==> config.mk <==
export PLATFORM = sky130hd
export DESIGN_NAME = hive_reg_lc_bank
export DESIGN_NICKNAME = d
export VERILOG_FILES = /design/src/rtl/hive_reg_lc_bank.sv
export SDC_FILE = /design/constraint.sdc
export NUM_CORES = 1
export LEC_CHECK = 0
export CORE_MARGIN = 10
export CORE_UTILIZATION = 45
export CTS_BUF_LIST = sky130_fd_sc_hd__clkbuf_4
export CTS_CLUSTER_DIAMETER = 30
export DETAILED_ROUTE_END_ITERATION = 7
export GPL_ROUTABILITY_DRIVEN = 0
export PLACE_DENSITY = 0.76
export RECOVER_POWER = 25
export SYNTH_ARGS = -nofsm -noshare
export SYNTH_HDL_FRONTEND = slang
export SYNTH_SLANG_ARGS = --single-unit
==> constraint.sdc <==
create_clock -name clk_i -period 4.12 [get_ports clk_i]
set_input_delay 0.824 -clock clk_i [delete_from_list [all_inputs] [get_ports clk_i]]
set_output_delay 0.824 -clock clk_i [all_outputs]
set_load 0.005 [all_outputs]
==> src/rtl/hive_reg_lc_bank.sv <==
// hive_reg_lc_bank
// ----------------
// rbus-mapped register bank for CH lock-in (LC) channels. Each channel has
// a snapshot of its LPF output, a ready flag, an overrun flag and a dither
// left-shift setting.
//
// Address map (relative to BASE):
//   +0       CTRL   write: bit0 = hold, bits[8+n] = W1C ovr[n]
//                   read : bit0 = hold, bits[8+n] = ovr[n], bits[16+n] = rdy[n]
//   +1+2n    DSHL[n] dither shift, D_SHL_W bits, zero-extended on read
//   +2+2n    DATA[n] snapshot; reading it clears rdy[n]
// Any other address is ignored and reads as zero.
//
// Ports:
//   clk_i, rst_i       clock, asynchronous active-high reset
//   rbus_addr_i        rbus address (ADDR_W)
//   rbus_wr_i          write strobe
//   rbus_rd_i          read strobe
//   rbus_wr_data_i     write data (DATA_W)
//   rbus_rd_data_o     read data, registered, valid 1 cycle after the read,
//                      zero otherwise
//   lpf_i              CH packed LPF samples, channel n at [n*DATA_W +: DATA_W]
//   ltch_i             one-cycle snapshot strobe for all channels
//   d_shl_o            CH packed dither shifts, channel n at [n*D_SHL_W +: D_SHL_W]
//   rdy_o              registered OR of all ready flags
module hive_reg_lc_bank #(
  parameter int                   CH        = 2,
  parameter int                   DATA_W    = 32,
  parameter int                   ADDR_W    = 8,
  parameter logic [ADDR_W-1:0]    BASE      = 8'h40,
  parameter int                   D_SHL_W   = 5,
  parameter logic [D_SHL_W-1:0]   D_SHL_RST = '0
) (
  input  logic                    clk_i,
  input  logic                    rst_i,
  input  logic [ADDR_W-1:0]       rbus_addr_i,
  input  logic                    rbus_wr_i,
  input  logic                    rbus_rd_i,
  input  logic [DATA_W-1:0]       rbus_wr_data_i,
  output logic [DATA_W-1:0]       rbus_rd_data_o,
  input  logic [CH*DATA_W-1:0]    lpf_i,
  input  logic                    ltch_i,
  output logic [CH*D_SHL_W-1:0]   d_shl_o,
  output logic                    rdy_o
);

  logic                   r_hold;
  logic [DATA_W-1:0]      r_rd_data;
  logic                   r_rdy_o;

  logic                   w_cap;
  logic                   w_ctrl_wr;
  logic [CH-1:0]          w_rdy;
  logic [CH-1:0]          w_rdy_nxt;
  logic [CH-1:0]          w_ovr;
  logic [CH*DATA_W-1:0]   w_snap;
  logic [CH*D_SHL_W-1:0]  w_dshl;
  logic [DATA_W-1:0]      w_ctrl;
  logic [DATA_W-1:0]      w_rd_val;
  logic                   w_rd_dec;

  // Only a few write-data bits are meaningful; the rest are deliberately dropped.
  logic                   w_unused_wdata;
  assign w_unused_wdata = &{1'b0, rbus_wr_data_i};

  // A capture happens on every strobe unless software has frozen the bank.
  assign w_cap     = ltch_i && !r_hold;
  assign w_ctrl_wr = rbus_wr_i && (rbus_addr_i == BASE);

  // ---------------------------------------------------------------------------
  // Per-channel state
  // ---------------------------------------------------------------------------
  for (genvar gi = 0; gi < CH; gi++) begin : g_ch
    localparam logic [ADDR_W-1:0] A_DSHL = ADDR_W'(BASE + 1 + 2*gi);
    localparam logic [ADDR_W-1:0] A_DATA = ADDR_W'(BASE + 2 + 2*gi);

    logic                w_dshl_wr;
    logic                w_data_rd;
    logic                w_ovr_set;
    logic                w_ovr_clr;
    logic [DATA_W-1:0]   r_snap;
    logic                r_rdy;
    logic                r_ovr;
    logic [D_SHL_W-1:0]  r_dshl;

    assign w_dshl_wr = rbus_wr_i && (rbus_addr_i == A_DSHL);
    assign w_data_rd = rbus_rd_i && (rbus_addr_i == A_DATA);

    // Overrun only when an unread sample is overwritten; a read in the same
    // cycle consumes the old sample, so it is not lost.
    assign w_ovr_set = w_cap && r_rdy && !w_data_rd;
    assign w_ovr_clr = w_ctrl_wr && rbus_wr_data_i[8+gi];

    // Capture wins over a concurrent read: the new sample is still unread.
    assign w_rdy_nxt[gi] = w_cap ? 1'b1 : (w_data_rd ? 1'b0 : r_rdy);

    always_ff @(posedge clk_i or posedge rst_i) begin
      if (rst_i) begin
        r_snap <= '0;
        r_rdy  <= 1'b0;
        r_ovr  <= 1'b0;
        r_dshl <= D_SHL_RST;
      end else begin
        if (w_cap) begin
          r_snap <= lpf_i[gi*DATA_W +: DATA_W];
        end
        r_rdy <= w_rdy_nxt[gi];
        // Set has priority over the software clear.
        if (w_ovr_set) begin
          r_ovr <= 1'b1;
        end else if (w_ovr_clr) begin
          r_ovr <= 1'b0;
        end
        if (w_dshl_wr) begin
          r_dshl <= rbus_wr_data_i[D_SHL_W-1:0];
        end
      end
    end

    assign w_rdy[gi]                        = r_rdy;
    assign w_ovr[gi]                        = r_ovr;
    assign w_snap[gi*DATA_W +: DATA_W]      = r_snap;
    assign w_dshl[gi*D_SHL_W +: D_SHL_W]    = r_dshl;
  end

  // ---------------------------------------------------------------------------
  // Read path (uses pre-write state, so write+read to one address returns the
  // old value)
  // ---------------------------------------------------------------------------
  always_comb begin
    w_ctrl    = '0;
    w_ctrl[0] = r_hold;
    for (int i = 0; i < CH; i++) begin
      w_ctrl[8+i]  = w_ovr[i];
      w_ctrl[16+i] = w_rdy[i];
    end
  end

  always_comb begin
    w_rd_val = '0;
    w_rd_dec = 1'b0;
    if (rbus_addr_i == BASE) begin
      w_rd_val = w_ctrl;
      w_rd_dec = 1'b1;
    end
    for (int i = 0; i < CH; i++) begin
      if (rbus_addr_i == ADDR_W'(BASE + 1 + 2*i)) begin
        w_rd_val                = '0;
        w_rd_val[D_SHL_W-1:0]   = w_dshl[i*D_SHL_W +: D_SHL_W];
        w_rd_dec                = 1'b1;
      end
      if (rbus_addr_i == ADDR_W'(BASE + 2 + 2*i)) begin
        w_rd_val = w_snap[i*DATA_W +: DATA_W];
        w_rd_dec = 1'b1;
      end
    end
  end

  always_ff @(posedge clk_i or posedge rst_i) begin
    if (rst_i) begin
      r_hold    <= 1'b0;
      r_rd_data <= '0;
      r_rdy_o   <= 1'b0;
    end else begin
      if (w_ctrl_wr) begin
        r_hold <= rbus_wr_data_i[0];
      end
      r_rd_data <= (rbus_rd_i && w_rd_dec) ? w_rd_val : '0;
      // Track the next-state flags so rdy_o changes on the same edge as rdy[n].
      r_rdy_o   <= |w_rdy_nxt;
    end
  end

  assign rbus_rd_data_o = r_rd_data;
  assign d_shl_o        = w_dshl;
  assign rdy_o          = r_rdy_o;

endmodule

======== Word level (Yosys, flattened, before mapping) ========
Cells that the tools add are included.
storage, ports and cells
  logic and storage cells ................. 54
  register bits ........................... 112
  output and inout bits ................... 43
  input port bits ......................... 109
operators by class
  multiplexer cells ....................... 19
  reductions and logical operators ........ 19
  eq/ne operators ......................... 5
operators with widths
  kind                                                             number
  32-bit two-way mux                                               5
  8-bit by 7-bit == test with 1-bit output, second input constant  5
  18-bit two-way mux                                               1
  1-bit logical AND                                                13
  1-bit two-way mux                                                13
  2-bit nonzero test                                               2
  1-bit logical NOT                                                3
  2-bit OR reduction                                               1

======== Longest topological paths before layout ========
  word-level depth ........................ 8
  mapped depth ............................ 7
  depth with buffers taken out ............ 4

======== Worst setup path before layout ========
OpenSTA, ideal clock, no wires.
  path type ............................... input-to-reg
  start ................................... in rbus_addr_i[7]
  end ..................................... reg g_ch[0].r_dshl[0]
  cell stages on the path ................. 6
  setup slack ............................. 1715 ps
  data arrival time ....................... 2280 ps
  data required time ...................... 3995 ps
  path buffers ............................ 2
  library setup time ...................... 125 ps
  cell sequence ........................... or4b_1 -> buf_6 -> nor2_2 -> and4b_1 -> buf_2 -> mux2_2
between the ends
  longest elaborated chain between the ends .. 2
ends and longest elaborated chain
  item                                      line  RTL
  from (decl)                               36    input logic [ADDR_W-1:0] rbus_addr_i,
  8-bit by 7-bit == test with 1-bit output  86    assign w_dshl_wr = rbus_wr_i && (rbus_addr_i == A_DSHL);
  1-bit logical AND                         86
  to (signal assigned)                      115   r_dshl <= rbus_wr_data_i[D_SHL_W-1:0];
  to (decl)                                 84    logic [D_SHL_W-1:0] r_dshl;
No other way between the ends.
A chain may end at the register's enable or synchronous reset.

======== Final worst setup path ========
  start ................................... in rbus_addr_i[7]
  end ..................................... reg r_rd_data[9], in the netlist rbus_rd_data_o[9]
between the ends
  longest elaborated chain between the ends .. 8
  elaborated cells between the ends (all ways) .. 17
  classes of those cells .................. eq/ne (5); mux (11); reduce/logical (1)
ends and longest elaborated chain
  item                                      line  RTL
  8-bit by 7-bit == test with 1-bit output  142   if (rbus_addr_i == BASE) begin
  1-bit two-way mux                         142
  1-bit two-way mux                         147   if (rbus_addr_i == ADDR_W'(BASE + 1 + 2*i)) begin
  1-bit two-way mux                         152   if (rbus_addr_i == ADDR_W'(BASE + 2 + 2*i)) begin
  1-bit two-way mux                         147
  1-bit two-way mux                         152
  1-bit logical AND                         168   r_rd_data <= (rbus_rd_i && w_rd_dec) ? w_rd_val : '0;
  32-bit two-way mux (*)                    168
  to (signal assigned)                      168
  to (decl)                                 48    logic [DATA_W-1:0] r_rd_data;
Mark *: on every way between the ends. The rest lies on a longest branch, timed or not.

==> summary.txt <==
Power and ir drop
  • Maximum VDD drop: 0.000194 V
  • Psw: 0.508 mW
  • Comb power frac: 12.2%
  • Sw Ratio: 26.4%
  • Leak: 2.79 nW
  • Seq pwr share: 62.1%
  • PwrDens: 317 nW/µm²
  • Pwr Total: 1.92 mW
  • Internal Power: 1.42 mW
  • Clock power frac: 25.7%

GRT
  • GRT overflow: 0
  • First-pass GRT wire length: 19200 µm
  • Total global-route track usage: 16.2%
  • Initial antenna violation count: 1
  • Largest net degree at the start of global routing: 63
  • Vias in the first global route: around 3800

Setup path
  • Worst r2r dst: g_ch[1].r_snap[2]$_DFFE_PP0P_
  • Largest stage delay on the critical path: roughly 0.74 ns
  • Crit path cell chain: clkdlybuf4s50_1 -> or4b_1 -> nor2_2 -> o211ai_1 -> buf_4 -> nor2_1
  • Reg-to-Reg Start: r_hold$_DFFE_PP0N_
  • Critical path's slowest cell: or4b_1
  • Startpoint Class: input pin
  • Crit Path Category: input pin to flop
  • Critical Path End Type: flop
  • Worst Path Max Fanout: 19
  • Worst EP arrival: 3.18 ns
  • WP data required: 4.52 ns
  • Reg2Reg Depth: 4
  • Cell family with most CP delay: simple AND/OR/NAND/NOR gates
  • Reg2reg setup slack: 2.24 ns
  • Bufs and invs on worst path: 2

Layout
  • Non-Filler Instances: about 720
  • Sequential Area: 2800 µm²
  • Fillers: 874
  • Multi-input gate area: 1610 µm²
  • Synthesis-to-layout area growth: 33.6%
  • Fraction of layout cells with a size suffix above 1: 7.31%
  • Fin nets: 692

Yosys
  • Top cell type's share of synthesized area: 61.6%
  • #FFs+latches synth: 112
  • Cell with the most instances after synthesis: nand2_1
  • Post-synth top flop: dfrtp_1
  • Synth Warn #: 0
  • Cells after synthesis: 463
  • Mapped cell area: 4550 µm²
  • Syn nets: 572
  • Library cells used by synthesis: 34
  • Commonest cells in the synthesized netlist: nand2_1, dfrtp_1, nor2_1
  • Syn_area_per_cell: around 10 µm²
  • Sequential share of the synthesized area: 61.6%
  • Synth area leader: dfrtp_1
  • Post-synth EDFFs: 0
  • Synth top area cells: dfrtp_1, nand2_1, a22oi_1
  • Async SR Flop Fraction: 100%

Clock network
  • CTS clock-pin slew for the worst setup and hold paths: 0.16 ns
  • Buffer levels on the longest clock path: 2
  • CTS tree: done
  • Clk root buf: clkbuf_4
  • H-tree lvl count: 3
  • CTS resizes: 0
  • Clock sinks: 112
  • Buffer count from post-CTS setup fixing: 0
  • TritonCTS Buffers: 9
  • Clock Latency Late Sink: between 0.4 and 0.5 ns
  • Hold buffer count at CTS: 0

Min path
  • Hold Crit Start: g_ch[0].r_snap[31]$_DFFE_PP0P_
  • HP Class: flop to flop
  • Worst Hold Depth: 2
  • Hold worst-path end: g_ch[0].r_snap[31]$_DFFE_PP0P_

Job
  • Max Cap Viol: 1

Floorplanning
  • Core area: slightly below 10000 µm²
  • I/O pins: 152
  • # rows: 36
  • Initial Util: 46.3%
  • Chip Width: 121 µm
  • Full die area: 14500 µm²
  • Die height: 121 µm

STA
  • Tmin final: roughly 2.8 ns
  • Worst-margin pin slew: 2.32 ns
  • Max Freq: 0.359 GHz
  • Tcrit/Tclk final: 67.6%
  • Setup TNS: 0 ns
  • Final Hold Vio Count: 0
  • Clock Skew: 0.0121 ns
  • Setup-failing EPs final: 0
  • Rel. slew slack: -55.2%
  • Final Max Tran Viols: 51
  • RSZ-0062 raised after global routing: no

Routing
  • Post-route ant nets: 0
  • Starting DRT DRC Count: between 200 and 250
  • DR vias: 3562
  • DRC: 0
  • Drt pass-1 iters: 4
  • WL final: 11600 µm
  • Highest layer used for signal routing: met4
  • Met3 WL post-DR: 711 µm
  • DR WL met2: 5690 µm
  • WL met1: 5130 µm
  • Vias per inst: ~4.9
  • Wire length per cell: around 16 µm

Placement
  • IO Port Bufs: approximately 130
  • Placed cell count: slightly above 700
  • Final HPWL DP: 8500 µm

Status
  • Status: finished with violations
  • Failing checks: max-capacitance violations, max-slew violations
==> registers in the layout, summed over array words and instances, names as in the netlist <==
| register | flops |
|---|---|
| g_ch.r_dshl | 10 |
| g_ch.r_snap | 64 |
| g_ch.r_ovr | 2 |
| g_ch.r_rdy | 2 |
| rdy_o | 1 |
| rbus_rd_data_o | 32 |
| r_hold | 1 |
==> how the worst max path moves through the flow <==
stage	start	endpoint	slack, ns	cells after the start
3_5_place_dp	rbus_addr_i[7]	rbus_rd_data_o[8]$_DFF_PP0_	0.84	6
5_1_grt	rbus_addr_i[6]	rbus_rd_data_o[8]$_DFF_PP0_	1.21	6
2_1_floorplan	rst_i	g_ch[0].r_dshl[0]$_DFFE_PP0P_	0.34	1
3_3_place_gp	rbus_addr_i[7]	rbus_rd_data_o[16]$_DFF_PP0_	0.87	6
4_1_cts	rbus_addr_i[7]	rbus_rd_data_o[8]$_DFF_PP0_	1.33	6
6_report	rbus_addr_i[7]	rbus_rd_data_o[9]$_DFF_PP0_	1.33	6
==> cells in the final DEF (no fill, tap or decap), types with 5 or more instances in the layout <==
| master | n |
|---|---|
| nand2_1 | 201 |
| mux2_2 | 6 |
| buf_4 | 11 |
| dfrtp_1 | 112 |
| o21ai_0 | 5 |
| clkdlybuf4s50_1 | 125 |
| clkbuf_4 | 10 |
| mux2_1 | 5 |
| a22oi_1 | 23 |
| a21oi_1 | 6 |
| nor2_1 | 32 |
==> logic make-up after synthesis <==
logic type             synth area share (%)
multiplexers                           4.10
AND/OR/NAND/NOR                        23.1
buffers and inverters                  3.22
AO/OA/AOI/OAI                          7.98
flip-flops                             61.6
==> area by class of cell <==
class                   instances  area share [%]
clock buffers                  10            1.24
well taps                     133            2.74
multi-input cells             319            26.5
flip-flops and latches        112            46.1
inverters                       3           0.206
repair buffers                138            22.4
clock inverters                 6           0.741
diodes                          1          0.0412
==> worst min-delay path, delay by kind of cell, from the launching register on <==
kind             cells  cell delay [ns]
DFF                  1             0.37
and+or+nand+nor      2             0.10
==> per-layer routing <==
metal | GRT usage (%) | vias to the layer above
li1 | - | 1745
met1 | 20.7 | 1716
met2 | 26.1 | 94
met3 | 3.82 | 7
met4 | 6.49 | 0
met5 | 0 | -
==> stage by stage <==
stage / util (%) / hold slack (ns) / setup slack [ns] / area [µm²]
6_report: 61.9 / 0.494 / 1.33 / 6080
5_1_grt: 61.9 / 0.522 / 1.21 / 6080
4_1_cts: 61.9 / 0.495 / 1.33 / 6080
3_5_place_dp: 60.7 / 0.457 / 0.841 / 5960
3_3_place_gp: 60.7 / 0.453 / 0.871 / 5960
2_1_floorplan: - / 0.440 / 0.337 / 4550
==> power by group through the flow <==
stage / logic, mW / registers (mW) / clock network, mW
after floorplan: 0.109 / 1.21 / 0
after global placement: 0.233 / 1.21 / 0
after detailed placement: 0.238 / 1.22 / 0
after CTS: 0.240 / 1.19 / 0.504
after global routing: 0.264 / 1.20 / 0.543
final: 0.235 / 1.19 / 0.494
(Power assumes the default switching activity.)
